[src/rtl/pdm_sample_interp.sv]
// pdm_sample_interp: sample FIFO plus linear interpolator feeding a PDM modulator.
// Each buffered sample becomes the ramp target for one 2**LOG2_DIV clk period.
// pdm_din moves from the previous target to the new one by a constant signed
// delta per clk. If the FIFO is empty at a period boundary, the output holds
// its value and underrun pulses.
module pdm_sample_interp #(
    parameter int NBITS    = 16,
    parameter int LOG2_DIV = 8,
    parameter int LOG2_DEP = 2
) (
    input  logic                clk,
    input  logic                rst,
    input  logic [NBITS-1:0]    s_data,
    input  logic                s_valid,
    output logic                s_ready,
    output logic [NBITS-1:0]    pdm_din,
    output logic                sample_tick,
    output logic                underrun,
    output logic [LOG2_DEP:0]   level
);

    localparam int                  ACC_W      = NBITS + LOG2_DIV;
    localparam int                  DEPTH      = 2 ** LOG2_DEP;
    localparam logic [NBITS-1:0]    MID        = {1'b1, {(NBITS-1){1'b0}}};
    localparam logic [LOG2_DIV-1:0] CNT_LAST   = '1;
    localparam logic [LOG2_DIV-1:0] CNT_ONE    = LOG2_DIV'(1);
    localparam logic [LOG2_DEP:0]   LVL_FULL   = (LOG2_DEP+1)'(DEPTH);
    localparam logic [LOG2_DEP:0]   LVL_ONE    = (LOG2_DEP+1)'(1);
    localparam logic [LOG2_DEP-1:0] PTR_ONE    = LOG2_DEP'(1);

    logic [LOG2_DIV-1:0]      tick_cnt;
    logic                     boundary;

    logic [NBITS-1:0]         mem [DEPTH];
    logic [LOG2_DEP-1:0]      wr_ptr;
    logic [LOG2_DEP-1:0]      rd_ptr;
    logic [LOG2_DEP:0]        level_next;
    logic                     fifo_empty;
    logic                     push;
    logic                     pop;
    logic [NBITS-1:0]         head;

    logic [ACC_W-1:0]         acc;
    logic signed [NBITS:0]    delta;
    logic signed [ACC_W-1:0]  delta_ext;
    logic [NBITS-1:0]         target;

    // The FIFO status depends only on registered state, so s_ready has no path from s_valid.
    assign s_ready    = (level != LVL_FULL);
    assign fifo_empty = (level == '0);
    assign boundary   = (tick_cnt == CNT_LAST);
    assign push       = s_valid && s_ready;
    // The pop uses the registered level, so a sample pushed on a boundary clk is not visible to that boundary.
    assign pop        = boundary && !fifo_empty;
    assign head       = mem[rd_ptr];
    // Sign-extend the delta to the accumulator width. Unsigned modular addition then handles both directions.
    assign delta_ext  = ACC_W'(delta);

    // Free-running period counter. Its last value marks the sample-period boundary.
    // NOTE: clocked state uses non-blocking (<=) so that every register samples pre-edge values.
    always_ff @(posedge clk or posedge rst) begin
        if (rst) begin
            tick_cnt <= '0;
        end else begin
            tick_cnt <= tick_cnt + CNT_ONE;
        end
    end

    // Next FIFO occupancy. A simultaneous push and pop leaves the occupancy unchanged.
    // NOTE: the default assignment first keeps this block purely combinational (no latch).
    always_comb begin
        level_next = level;
        if (push && !pop) begin
            level_next = level + LVL_ONE;
        end else if (pop && !push) begin
            level_next = level - LVL_ONE;
        end
    end

    // FIFO storage array, write side only.
    // NOTE: the storage array is not reset; emptiness is tracked by level and the pointers alone.
    always_ff @(posedge clk) begin
        if (push) begin
            mem[wr_ptr] <= s_data;
        end
    end

    // FIFO pointers and occupancy. Reset discards any buffered samples.
    always_ff @(posedge clk or posedge rst) begin
        if (rst) begin
            wr_ptr <= '0;
            rd_ptr <= '0;
            level  <= '0;
        end else begin
            if (push) begin
                wr_ptr <= wr_ptr + PTR_ONE;
            end
            if (pop) begin
                rd_ptr <= rd_ptr + PTR_ONE;
            end
            level <= level_next;
        end
    end

    // Interpolator: ramp the accumulator by delta, then snap it exactly onto the target at each boundary.
    always_ff @(posedge clk or posedge rst) begin
        if (rst) begin
            acc    <= {MID, {LOG2_DIV{1'b0}}};
            delta  <= '0;
            target <= MID;
        end else if (boundary) begin
            acc <= {target, {LOG2_DIV{1'b0}}};
            if (pop) begin
                delta  <= $signed({1'b0, head}) - $signed({1'b0, target});
                target <= head;
            end else begin
                delta  <= '0;
            end
        end else begin
            acc <= acc + $unsigned(delta_ext);
        end
    end

    // Registered outputs: the integer part of acc, plus one-clk boundary and underrun pulses.
    always_ff @(posedge clk or posedge rst) begin
        if (rst) begin
            pdm_din     <= MID;
            sample_tick <= 1'b0;
            underrun    <= 1'b0;
        end else begin
            pdm_din     <= acc[ACC_W-1:LOG2_DIV];
            sample_tick <= boundary;
            underrun    <= boundary && fifo_empty;
        end
    end

endmodule
[config.mk]
export PLATFORM = sky130hd
export DESIGN_NAME = pdm_sample_interp
export DESIGN_NICKNAME = d
export VERILOG_FILES = /design/src/rtl/pdm_sample_interp.sv
export SDC_FILE = /design/constraint.sdc
export NUM_CORES = 1
export LEC_CHECK = 0
export CAP_MARGIN = 30
export CORE_MARGIN = 2
export CORE_UTILIZATION = 30
export CTS_CLUSTER_DIAMETER = 100
export DETAILED_ROUTE_END_ITERATION = 6
export GPL_TIMING_DRIVEN = 0
export HOLD_SLACK_MARGIN = 0.15
export SYNTH_ARGS = -nofsm -noshare
export SYNTH_HDL_FRONTEND = slang
export SYNTH_SLANG_ARGS = --single-unit
[constraint.sdc]
create_clock -name clk -period 3.2 [get_ports clk]
set_clock_uncertainty 0.05 [all_clocks]
set_input_delay 0.48 -clock clk [delete_from_list [all_inputs] [get_ports clk]]
set_output_delay 0.48 -clock clk [all_outputs]
set_load 0.03 [all_outputs]
Yosys cells after proc, flatten, opt, wreduce, memory -nomap -nowiden
Memories as Yosys holds them, arrays and structs flattened. Cells that the tools add are included.

Equal/unequal tests: 2. Reductions and logical operators: 11. Mux-type cells: 6. Add/sub/neg operators: 7.

Operator list (count): 24-bit adder (1); 24-bit 2-to-1 mux (1); 17-bit 2-to-1 mux (1); 16-bit by 16-bit subtractor with 17-bit output (1); 8-bit by 1-bit adder with 8-bit output (second input constant) (1); 8-bit equality test (second input constant) (1); 3-bit 2-to-1 mux (2); 1-bit logical AND (5); 2-bit by 1-bit adder with 2-bit output (second input constant) (2); 3-bit by 1-bit adder with 3-bit output (second input constant) (1); 1-bit logical NOT (3); 3-bit logical NOT (1); 3-bit inequality test (second input constant) (1); 3-bit by 1-bit subtractor with 3-bit output (second input constant) (1); 1-bit 2-to-1 mux (2); 2-bit AND reduction (1); 2-bit nonzero test (1).

Flip-flop bits (word level): 90. Bits in writable memories: 64. Output and inout bits: 22. Memories: 1. Logic and storage cells: 37.

Memory list: mem (words 4, bits a word 16, read ports 1, clocked after Yosys merged registers in 0, write ports 1, line 34) `logic [NBITS-1:0] mem [DEPTH];`.

Depth between registers and ports, before layout
Depth in word-level cells: 6. Gate-level depth with buffers: 13.

Least setup slack after synthesis
No wires, ideal clock.

Kind: register to register. Start: reg rd_ptr[0]. End: reg delta[15]. Arrival: 3.221 ns. Path slack: -0.192 ns. Clock period less this slack: 3.392 ns. Buffers on the path: 2. Required time: 3.028 ns. Cell stages (with the launch flop): 12. Cell sequence: dfrtp_1 -> buf_2 -> buf_2 -> mux4_2 -> ha_1 -> nor2b_1 -> o2111ai_1 -> a31oi_1 -> a211o_1 -> and4_1 -> or3_1 -> a32o_1.

Longest elaborated chain between the ends: 3.

RTL lines: start: declaration (line 36) `logic [LOG2_DEP-1:0] rd_ptr;`; start signal: assignment (line 99) `rd_ptr <= rd_ptr + PTR_ONE;`; memory 4 x 16 bit; via head[1] (line 41) `logic [NBITS-1:0] head;`; 16-bit by 16-bit subtractor with 17-bit output (line 114) `delta <= $signed({1'b0, head}) - $signed({1'b0, target});`; 17-bit 2-to-1 mux (line 113) `if (pop) begin`; end signal: assignment (line 114); end: declaration (line 44) `logic signed [NBITS:0] delta;`.

The timed path passes the listed nets, and every way through them passes these cells. A chain may end at the register's enable or synchronous reset.

Worst setup path in the final report
Start: reg rd_ptr[0]. End: reg delta[13].

The elaborated chain is that of the path after synthesis.

==> metrics list <==
* Buffer cell driving the clock tree root: clkbuf_16
* Maximum number of buffers from clock root to sink: 2
* Count of input and output buffers: 40
- The first detailed-routing pass took 6 iterations.
- GPL Wtd Cong: about 0.85
- The worst register-to-register path has a depth of 12.
* Largest driver fanout on the critical path: 8
- Synth async-reset ratio: between 50% and 60%
- Commonest register cell after synthesis: dfrtp_1
- Crit path arrival time: between 3 and 4 ns
- DRC viols: 0
* Slack of the critical path: 0.100 ns
* Area share of the largest cell type after synthesis: between 20% and 30%
* Remaining antenna violation count after routing: 0
* Routed wirelength normalized by instance count: ~15 µm
* Comb pwr share: 15.3%
* Top-level port count: 41
* Number of distinct library cells after synthesis: 58
- Final core occ: between 30% and 40%
- Routed WL: 15400 µm
- Setup violations remaining at the end of the flow were counted as 0.
* TritonCTS sink count: ~150
- Vertical extent of the die: about 160 µm
- Synthesis-stage register bit count: between 150 and 200
- Net switching is about a quarter of the power.
- The filler cells instantiated in the layout total approximately 2300.
* Clock tree from TritonCTS: built
- Pwr per Cell Area: 575 nW/µm²
- Walking the worst path, the cells encountered are buf_8 -> buf_12 -> mux4_2 -> ha_4 -> nor2b_4 -> o2111ai_2 -> a31oi_2 -> buf_4 -> a2111o_1 -> a31oi_1 -> xor2_1 -> o21ai_1.
* Relative slew margins: 44.3%
* Endpoints failing hold: 0
* Internal power: ~3.8 mW
- Derived from the worst setup path, the maximum achievable clock frequency is 0.323 GHz.
- Measured along the x axis, the die boundary spans 161 µm.
- In the global route stage, overall resource usage came out at roughly 12%.
- Transition time at the pin with the least slew margin: ~0.84 ns
- The via count of the first global-routing pass came to ~4700.
- STA classifies the critical path endpoint as a flop.
- Counting every net in the synthesized netlist gives 683.
* Worst path slowest cell: mux4_2
* Largest vdd supply drop: roughly 0.39 mV
- Hold bufs inserted after CTS: 0
* Relative contribution of sequential cells to total power: 45.3%
- In this design, the stage delay of the slowest critical-path cell is between 0.5 and 0.6 ns.
- The multi-input combinational cells in the finished layout cover a total of 3140 µm².
- Post-Synthesis Cells: just over 600
- Averaged over all synthesized cells, the footprint is 12.1 µm².
- Data on the critical path is required at its endpoint by 3.46 ns.
- Netlist Area Pre-Place: 7430 µm²
* Wire length of the first global-routing pass: ~25000 µm
- The finished cells cover roughly 9000 µm².
* Seq. cell area: about 4200 µm²
- Yosys top cell by area: dfrtp_1
- Max Cap Violations: 0
- Overall die area: 26000 µm²
* Initial Util: just over 30%
* Startpoint Class: flop
- The clock network burns 39.5% of the power.
- Final nets: ~750
* Number of enable-type register cells in the synthesized netlist: 64
- Leak pwr: 3.74 nW
* Pre-CTS setup slack: -0.558 ns
- Via count: 4790
* Final Max Tran Viols: 0
- By area the synthesized netlist is led by dfrtp_1 (29%), edfxtp_1 (26%), ha_1 (8.1%).
- Clk_lat worst skew: approximately 0.42 ns
- Share of final-layout standard cells stronger than drive strength 1: approximately an eighth
- By startpoint and endpoint, the worst setup path is classified as reg2reg.
- Cts bufs inserted: 17
* Maximum number of pins on one net before global-route repair: 57
- Summed over all nets, the half-perimeter wirelength after detailed placement is around 11000 µm.
- Dividing the detail-routed via count by the number of cells gives 4.71.
- Unrepaired setup endpoints after global routing: true
* Number of DRC markers in iteration 0: between 200 and 250
* Min-delay worst type: reg2reg
* Number of antenna violations at the first check in global routing: 0
* Synth-to-layout area growth: 21.7%
* Run status: finished, final reports clean
- Row Count: 57
- GR Overflow Total: 0
- Core area: around 24000 µm²
- Synth Warn #: 0
- Final period utilization: between 90 and 100%
* Clk pin slew, worst setup/hold paths: approximately 0.06 ns
* Number of instances on the worst hold path: 0
* Sw power: 1.38 mW
- The H-tree was split into 4 levels.
* Post-placement cell area: 8280 µm²
- Summing the sequential cell areas from Yosys gives between 50% and 60% of the chip area.
* Antenna diodes: 0
- The routed design could run at a clock period as short as 3.10 ns.
cell families after synthesis:
kind of cell    synth area share (%)
mux                             5.14
xor+xnor                        4.95
simple gates                    9.95
flops                           56.2
compound gates                  12.3
fa+ha+maj                       8.89
buf+inv                         2.54
power groups by stage:
stage          clock [mW]  combinational (mW)  sequential (mW)
3_3_place_gp            0               0.738             2.39
2_1_floorplan           0               0.484             2.40
4_1_cts              2.09               0.796             2.36
6_report             2.05               0.795             2.35
5_1_grt              2.18               0.883             2.37
3_5_place_dp            0               0.755             2.39
cell usage in the layout (no fill, tap or decap), types with 5 or more instances in the layout:
cell             count
and3_1               9
clkbuf_1            10
o21a_1               6
nor2b_1              5
nor3_1               5
nand4_1              6
clkbuf_16           17
a31oi_1              6
a21oi_1             39
dfrtp_1             86
buf_4               11
nand3_1              9
ha_1                46
a21o_1              10
clkdlybuf4s50_1     40
xnor2_1             22
o21ai_0             18
mux4_2              16
edfxtp_1            64
nor2_1              31
inv_1               27
a211oi_1             6
nand2_1             58
o21ai_1             36
o31ai_1              6
clkinvlp_4           6
xor2_1              19
final cells by class:
type | count | area share [%]
flip-flops and latches | 154 | 46.2
inverters | 31 | 1.34
well taps | 324 | 4.49
repair buffers | 51 | 5.56
clock inverters | 15 | 1.94
plain buffers | 16 | 1.04
multi-input cells | 410 | 34.7
clock buffers | 17 | 4.71
sequential cells by signal, indices dropped and copies added (netlist names):
name	flops
acc	24
delta	17
level	3
mem	64
pdm_din	16
rd_ptr	2
sample_tick	1
target	16
tick_cnt	8
underrun	1
wr_ptr	2
what timing repair did:
item,4_1_cts,5_1_grt
gates resized for setup,12,10
endpoints found under the setup margin,10,7
pin swaps,3,9
buffers inserted,5,5
layer usage:
metal  wire (µm)  global-route usage [%]  vias up
met4         173                    3.77        0
met2        7090                    19.5       75
met1        7620                    17.1     2326
met3         500                    2.80       12
met5           0                       0        -
li1            -                       -     2377
per-stage QoR:
step | hold WS [ns] | power, mW | instances | TNS, ns
final | 0.323 | 5.20 | 1018 | 0
after global routing | 0.332 | 5.43 | 1018 | -0.168
after CTS | 0.324 | 5.25 | 1014 | 0
after detailed placement | 0.315 | 3.15 | 978 | -3.12
after global placement | 0.314 | 3.12 | 977 | -107.18
after floorplan | 0.310 | 2.89 | 613 | 0
final timing paths:
kind	end	slack [ns]	start
max in group asynchronous	pdm_din[15]$_DFF_PP1_	2.04	rst
worst min register to register	pdm_din[15]$_DFF_PP1_	0.32	acc[23]$_DFF_PP1_
worst min-delay path	pdm_din[15]$_DFF_PP1_	0.32	acc[23]$_DFF_PP1_
min in group asynchronous	sample_tick$_DFF_PP0_	0.38	rst
worst max register to register	delta[13]$_DFFE_PP0P_	0.10	rd_ptr[0]$_DFFE_PP0P_
worst max-delay path	delta[13]$_DFFE_PP0P_	0.10	rd_ptr[0]$_DFFE_PP0P_
synth_stat cells, drive strengths merged (13+ instances only):
| cell | number |
|---|---|
| a21oi | 39 |
| clkbuf | 13 |
| dfrtp | 87 |
| edfxtp | 64 |
| ha | 48 |
| inv | 31 |
| mux4 | 16 |
| nand2 | 58 |
| nor2 | 33 |
| o21ai | 55 |
| xnor2 | 22 |
| xor2 | 20 |
worst max-delay path: cells and delay by family (launching register included):
family,cells,cell delay [ns]
XOR/XNOR,1,0.18
AND/OR/NAND/NOR,1,0.12
adder cells (fa/ha/maj),1,0.24
flip-flops,1,0.35
buffers and inverters,3,0.42
multiplexers,1,0.58
AO/OA/AOI/OAI,5,1.04
(Power assumes the default switching activity.)
